## src/rtl/srp_capture_ctrl.sv

```systemverilog
// srp_capture_ctrl: captures one frame of DEPTH 32-bit samples into an
// external BRAM, then serves random-access readout of the frame.
// Optional feature: define SRP_CAPTURE_OVF_EN to count samples that arrive
// while no capture is running. Without it, ovf_cnt is tied to zero.
module srp_capture_ctrl #(
    parameter int DEPTH  = 2096,
    parameter int ADDR_W = 12
) (
    input  logic              clk,
    input  logic              rst,
    input  logic              start,
    input  logic              s_valid,
    input  logic [31:0]       s_data,
    input  logic              rd_req,
    input  logic [ADDR_W-1:0] rd_addr,
    output logic              rd_valid,
    output logic [31:0]       rd_data,
    output logic              busy,
    output logic              done,
    output logic [15:0]       ovf_cnt,
    output logic              bram_en,
    output logic              bram_we,
    output logic [ADDR_W-1:0] bram_addr,
    output logic [31:0]       bram_di,
    input  logic [31:0]       bram_dout
);

    typedef enum logic [1:0] {
        IDLE    = 2'd0,
        CAPTURE = 2'd1,
        READY   = 2'd2
    } state_t;

    localparam logic [ADDR_W-1:0] LAST_ADDR = ADDR_W'(DEPTH - 1);

    state_t            state;
    state_t            state_next;
    logic [ADDR_W-1:0] ptr;
    logic [ADDR_W-1:0] ptr_next;
    logic              rd_pend;
    logic              rd_pend_next;
    logic              rd_oob;
    logic              rd_oob_next;
    logic [31:0]       rd_hold;
    logic              addr_in_range;

    assign addr_in_range = (32'(rd_addr) < 32'(DEPTH));

    // Next-state, pointer and BRAM port decode; reset suppresses every access
    always_comb begin
        state_next   = state;
        ptr_next     = ptr;
        bram_en      = 1'b0;
        bram_we      = 1'b0;
        bram_addr    = '0;
        bram_di      = '0;
        rd_pend_next = 1'b0;
        rd_oob_next  = 1'b0;
        if (!rst) begin
            case (state)
                IDLE: begin
                    if (start) begin
                        state_next = CAPTURE;
                        ptr_next   = '0;
                    end
                end
                CAPTURE: begin
                    if (s_valid) begin
                        bram_en   = 1'b1;
                        bram_we   = 1'b1;
                        bram_addr = ptr;
                        bram_di   = s_data;
                        if (ptr == LAST_ADDR) begin
                            state_next = READY;
                            ptr_next   = '0;
                        end else begin
                            ptr_next = ptr + 1'b1;
                        end
                    end
                end
                READY: begin
                    if (start) begin
                        state_next = CAPTURE;
                        ptr_next   = '0;
                    end else if (rd_req) begin
                        rd_pend_next = 1'b1;
                        if (addr_in_range) begin
                            bram_en   = 1'b1;
                            bram_addr = rd_addr;
                        end else begin
                            rd_oob_next = 1'b1;
                        end
                    end
                end
                default: begin
                    state_next = IDLE;
                end
            endcase
        end
    end

    // State, pointer, status flags and the one-deep read pipeline
    always_ff @(posedge clk) begin
        if (rst) begin
            state   <= IDLE;
            ptr     <= '0;
            busy    <= 1'b0;
            done    <= 1'b0;
            rd_pend <= 1'b0;
            rd_oob  <= 1'b0;
            rd_hold <= '0;
        end else begin
            state   <= state_next;
            ptr     <= ptr_next;
            busy    <= (state_next == CAPTURE);
            done    <= (state_next == READY);
            rd_pend <= rd_pend_next;
            rd_oob  <= rd_oob_next;
            if (rd_pend) begin
                rd_hold <= rd_data;
            end
        end
    end

    assign rd_valid = rd_pend;
    assign rd_data  = rd_pend ? (rd_oob ? 32'd0 : bram_dout) : rd_hold;

`ifdef SRP_CAPTURE_OVF_EN
    logic [15:0] ovf_q;

    // Count samples dropped outside a capture, saturating; a new capture clears it
    always_ff @(posedge clk) begin
        if (rst) begin
            ovf_q <= '0;
        end else if (start && (state != CAPTURE)) begin
            ovf_q <= '0;
        end else if (s_valid && (state != CAPTURE) && (ovf_q != 16'hFFFF)) begin
            ovf_q <= ovf_q + 16'd1;
        end
    end

    assign ovf_cnt = ovf_q;
`else
    assign ovf_cnt = 16'd0;
`endif

endmodule

```

## config.mk

```make
export PLATFORM = sky130hd
export DESIGN_NAME = srp_capture_ctrl
export DESIGN_NICKNAME = d
export VERILOG_FILES = /design/src/rtl/srp_capture_ctrl.sv
export SDC_FILE = /design/constraint.sdc
export NUM_CORES = 1
export LEC_CHECK = 0
export BUFFER_PORTS_ARGS = -buffer_cell sky130_fd_sc_hd__buf_2
export CORE_AREA = 4 4 94 96
export CTS_CLUSTER_DIAMETER = 50
export DETAILED_ROUTE_END_ITERATION = 10
export DIE_AREA = 0 0 98 100
export PLACE_DENSITY_LB_ADDON = 0.12
export SYNTH_ARGS = -nofsm -noshare
export SYNTH_HDL_FRONTEND = slang
export SYNTH_SLANG_ARGS = --single-unit
```

## constraint.sdc

```tcl
create_clock -name clk -period 4.1 [get_ports clk]
set_input_delay 1.025 -clock clk [delete_from_list [all_inputs] [get_ports clk]]
set_output_delay 1.025 -clock clk [all_outputs]
set_load 0.05 [all_outputs]
```

### Yosys cells after proc, flatten, opt, wreduce, memory -nomap -nowiden

Cells that the tools add are included.
W data, S select, Z words.

| storage, ports and cells | value |
|---|---|
| register bits | 50 |
| latch bits | 0 |
| bits in writable memories | 0 |
| ROM bits | 0 |
| input port bits | 81 |
| output and inout bits | 97 |
| word-level logic and storage cells | 54 |
| memories kept | 0 |

| operators by class | value |
|---|---|
| add/sub/neg operators | 1 |
| multipliers | 0 |
| divide/modulo/power cells | 0 |
| magnitude comparators | 1 |
| eq/ne operators | 7 |
| shifts and indexed selects | 0 |
| mux-type cells | 30 |
| bitwise logic cells | 2 |
| reductions and logical operators | 6 |

Operators by type and width:

| operator | number |
|---|---|
| $mux W32 | 5 |
| $mux W12 | 8 |
| $pmux W12 S2 | 2 |
| $add A12 B1 Y12 const B | 1 |
| $eq A12 B12 Y1 const B | 1 |
| $lt A12 B12 Y1 const B | 1 |
| $mux W1 | 9 |
| $mux W2 | 4 |
| $eq A2 B1 Y1 const B | 2 |
| $eq A2 B2 Y1 const B | 2 |
| $pmux W2 S2 | 1 |
| $reduce_or A4 Y1 | 1 |
| $reduce_and A3 Y1 | 1 |
| $reduce_or A3 Y1 | 1 |
| $logic_not A2 Y1 | 1 |
| $ne A2 B1 Y1 const B | 1 |
| $ne A2 B2 Y1 const B | 1 |
| $not A1 Y1 | 2 |
| $pmux W1 S2 | 1 |
| $reduce_bool A2 Y1 | 1 |
| $reduce_or A2 Y1 | 1 |

### Longest topological paths before layout

| depth | value |
|---|---|
| word-level depth | 6 |
| mapped depth | 7 |
| mapped depth without buffers | 6 |

### Worst setup path after synthesis

OpenSTA, ideal clock, no wires.

| path | value |
|---|---|
| kind | input -> output |
| start | input rd_addr[5] |
| end | output bram_addr[10] |
| data arrival time | 2668 ps |
| required time | 3075 ps |
| setup slack | 407 ps |
| cell stages on the path | 5 |
| buffers on the path | 1 |
| path through | a211o_1 > o41ai_2 > buf_2 > a32oi_1 > nor2_1 |

| between the ends | value |
|---|---|
| longest elaborated chain between the ends | 6 |

RTL lines:

| element | line | text |
|---|---|---|
| from (decl) | 15 | `input logic [ADDR_W-1:0] rd_addr,` |
| $lt A12 B12 Y1 | 47 | `assign addr_in_range = (32'(rd_addr) < 32'(DEPTH));` |
| $mux W12 | 87 | `if (addr_in_range) begin` |
| $mux W12 | 85 | `end else if (rd_req) begin` |
| $mux W12 | 82 | `if (start) begin` |
| $pmux W12 S2 | 60 | `case (state)` |
| $mux W12 | 59 | `if (!rst) begin` |
| to (decl) | 23 | `output logic [ADDR_W-1:0] bram_addr,` |

No other way between the ends.

### Worst setup path after layout

| path | value |
|---|---|
| start | input s_valid |
| end | output bram_di[0] |

| between the ends | value |
|---|---|
| longest elaborated chain between the ends | 3 |

RTL lines:

| element | line | text |
|---|---|---|
| from (decl) | 12 | `input logic s_valid,` |
| $mux W32 | 68 | `if (s_valid) begin` |
| $mux W32 | 60 |  |
| $mux W32 | 59 |  |
| to (decl) | 24 | `output logic [31:0] bram_di,` |

No other way between the ends.

==> results.md <==
- Yosys reg bits: 50
- Drt wl/cell: around 13 µm
- Post-synth top cells: 50 x dfxtp_1, 37 x o21ai_0, 36 x inv_1, 36 x nand2_1, 36 x nor2b_1
- Yosys top cell by area: dfxtp_1
- Post-CTS setup buffers: 0
- Post-synth EDFFs: 0
- Worst reg2reg path depth: 6
- Initial DRC count: between 70 and 80
- CTS Buf Count: 5
- Ys flop type: dfxtp_1
- H-tree Lvls: 2
- Largest net degree at the start of global routing: 36
- Insertion delay to the later sink of the worst-skew pair: about 0.30 ns
- Crit end category: output port
- Fin area: ~3800 µm²
- Reg-to-Reg Start: state[0]
- CP delay by family, top: simple AND/OR/NAND/NOR gates
- CTS root buffer: clkbuf_8
- Worst R2R End: ptr[10]
- CP peak stage delay: around 0.6 ns
- First-pass GRT wire length: 13,200 µm
- Final period util: 0.838
- Starting Density: 0.352
- Routed WL: between 8000 and 9000 µm
- Max IR drop VDD: roughly 0.14 mV
- Hold depth: 2
- Max Cap Viol: 0
- RSZ-0062 raised after global routing: no
- Area of the die: 9800 µm²
- Overflow after GRT: 0
- CTS Buffer Depth: 2
- Hold Crit Class: flip-flop to flip-flop
- Pleak: approximately 1.8 nW
- Row count: 33
- Clock Skews: between 0.007 and 0.008 ns
- Final std cells w/o fill: ~620
- Total GRT Usage: 0.161
- Crit-path max FO: 33
- Slew Limit Fails: 0
- Worst-path cell chain: buf_2 > and2_1 > and2b_1 > and2_1 > buf_2
- Area share of the largest cell type after synthesis: 0.353
- Status: finished clean
- Vias in the first global route: approximately 2,700
- Placed inst area: around 3700 µm²
- R2R Setup Slk: approximately 1.9 ns
- I/O Pins: 178
- CP required: 3.07 ns
- Core area: around 8100 µm²
- Slew @ Worst Pin: between 0.7 and 0.8 ns
- Crit path kind: primary input to output port
- Crit path DAT: 2.41 ns
- Syn avg cell area: 7.75 µm²
- Post-Syn Instances: ~370
- Final setup vio count: 0
- Fillers: 863
- Top post-synthesis cells by area: dfxtp_1 35%, nor2b_1 7.9%, and2_1 7.5%
- # hold bufs at CTS: 0
- Post-DR vias/cell: approximately 4.5
- Syn. warnings: 0
- Placed insts: 616
- Period minus WS final: 3.44 ns
- Startpoint Class: primary input
- Setup_tns: 0 ns
- Max Fclk: 0.291 GHz
- Synth cell types: 51
- Syn-to-layout area delta: 33.0%
- CTS tree: built
- Clock Sink Count: 50
- Final hold vios: 0
- Ys async rst share: 0
- Port-buffer cells: approximately 160
- Slowest stage cell on the critical path: and2b_1
- Clock Pin Slew Worst Setup and Hold Paths: approximately 0.090 ns
- Max-slew headroom: 0.525
- Worst Path Buf+Inv: 2
- Antenna viol nets, final: 0
- Die width: 98 µm
- Hold Crit Start: ptr[11]
- Hold Crit Endpoint: ptr[11]
- Total number of vias: ~2,800
- Mapped cell area: about 2800 µm²
- Nets@finish: around 600
- Post-cts resize count: 0
- Routability congestion estimate: ~0.85
- Inserted Diodes: 0
- # DRC: 0
- Top-count cell post-synth: dfxtp_1
- PwrDens: about 270 nW/µm²
- Initial antenna violation count: 0
- Ratio of cells with drive above 1 in the final layout: 0.364
- Register area share after synthesis: 0.353
- Post-DP HPWL: 6330 µm
- Drt first pass iters: 4
- Die Y: around 100 µm
-- worst max path at each step --
stage / slack [ns] / depth (start not counted) / from / end
after CTS: 0.67 / 7 / rd_addr[5] / bram_addr[7]
after global routing: 0.48 / 5 / s_valid / bram_di[0]
after global placement: 0.70 / 7 / rd_addr[5] / bram_addr[3]
after floorplan: 0.41 / 5 / rd_addr[5] / bram_addr[10]
after detailed placement: 0.67 / 5 / s_valid / bram_di[0]
final: 0.66 / 5 / s_valid / bram_di[0]
-- registers in the layout (all words and copies together), names as in the netlist --
signal    count
busy          1
ptr          12
rd_valid      1
done          1
rd_oob        1
rd_hold      32
state         2
-- tightest hold or removal path: cells and delay by family (launching register included) --
kind | cells | cell delay (ns)
AO/OA/AOI/OAI | 2 | 0.13
flip-flops | 1 | 0.35
-- per-layer routing --
| metal | GRT usage | part of all wire | up-vias |
|---|---|---|---|
| met4 | 0.0309 | 0.010 | 0 |
| li1 | - | - | 1477 |
| met3 | 0.0354 | 0.059 | 7 |
| met1 | 0.209 | 0.44 | 1258 |
| met5 | 0 | 0 | - |
| met2 | 0.278 | 0.49 | 81 |
-- where the power goes --
part	leakage [nW]	internal (mW)	switching, mW
combinational	1.32	0.0529	0.115
sequential	0.403	0.489	0.00498
clock	0.0514	0.182	0.162
total	1.77	0.724	0.282
-- logic make-up (layout without fill, tap and decap cells) --
family | count (synthesis) | after routing | synth area share
buffers and inverters | 73 | 211 | 0.124
flip-flops | 50 | 50 | 0.353
AND/OR/NAND/NOR | 158 | 158 | 0.315
XOR/XNOR | 3 | 3 | 0.00927
AO/OA/AOI/OAI | 75 | 75 | 0.172
multiplexers | 1 | 1 | 0.00353
other | 1 | 16 | 0.00132
adder cells (fa/ha/maj) | 5 | 5 | 0.0221
-- cell type report --
cell class                 count  area, µm²  share of cell area
clock buffer                   6       72.6              0.0192
clock inverter                 2       37.5             0.00995
inverter                      36        135              0.0358
multi-input combinational    258       1540               0.409
sequential                    50       1000               0.265
tap                          105        131              0.0348
timing repair buffer         167        851               0.226
-- stage by stage --
step | total power [mW] | setup WS (ns) | utilization | hold slack [ns]
after global placement | 0.672 | 0.696 | 0.455 | 0.518
final | 1.01 | 0.664 | 0.469 | 0.514
after floorplan | 0.626 | 0.407 | - | 0.459
after global routing | 1.06 | 0.482 | 0.469 | 0.543
after detailed placement | 0.673 | 0.672 | 0.455 | 0.507
after CTS | 1.02 | 0.669 | 0.469 | 0.517
-- cells in the final DEF, fill, tap and decap left out, types with 12 or more instances in the layout --
master and instances:
buf_2 161, and2_1 34, nand2_1 36, conb_1 16, inv_1 36, a32oi_1 12, o21ai_0 37, nor2_1 18
nor2b_1 35, dfxtp_1 50
Power figures use the tool's default switching activity.
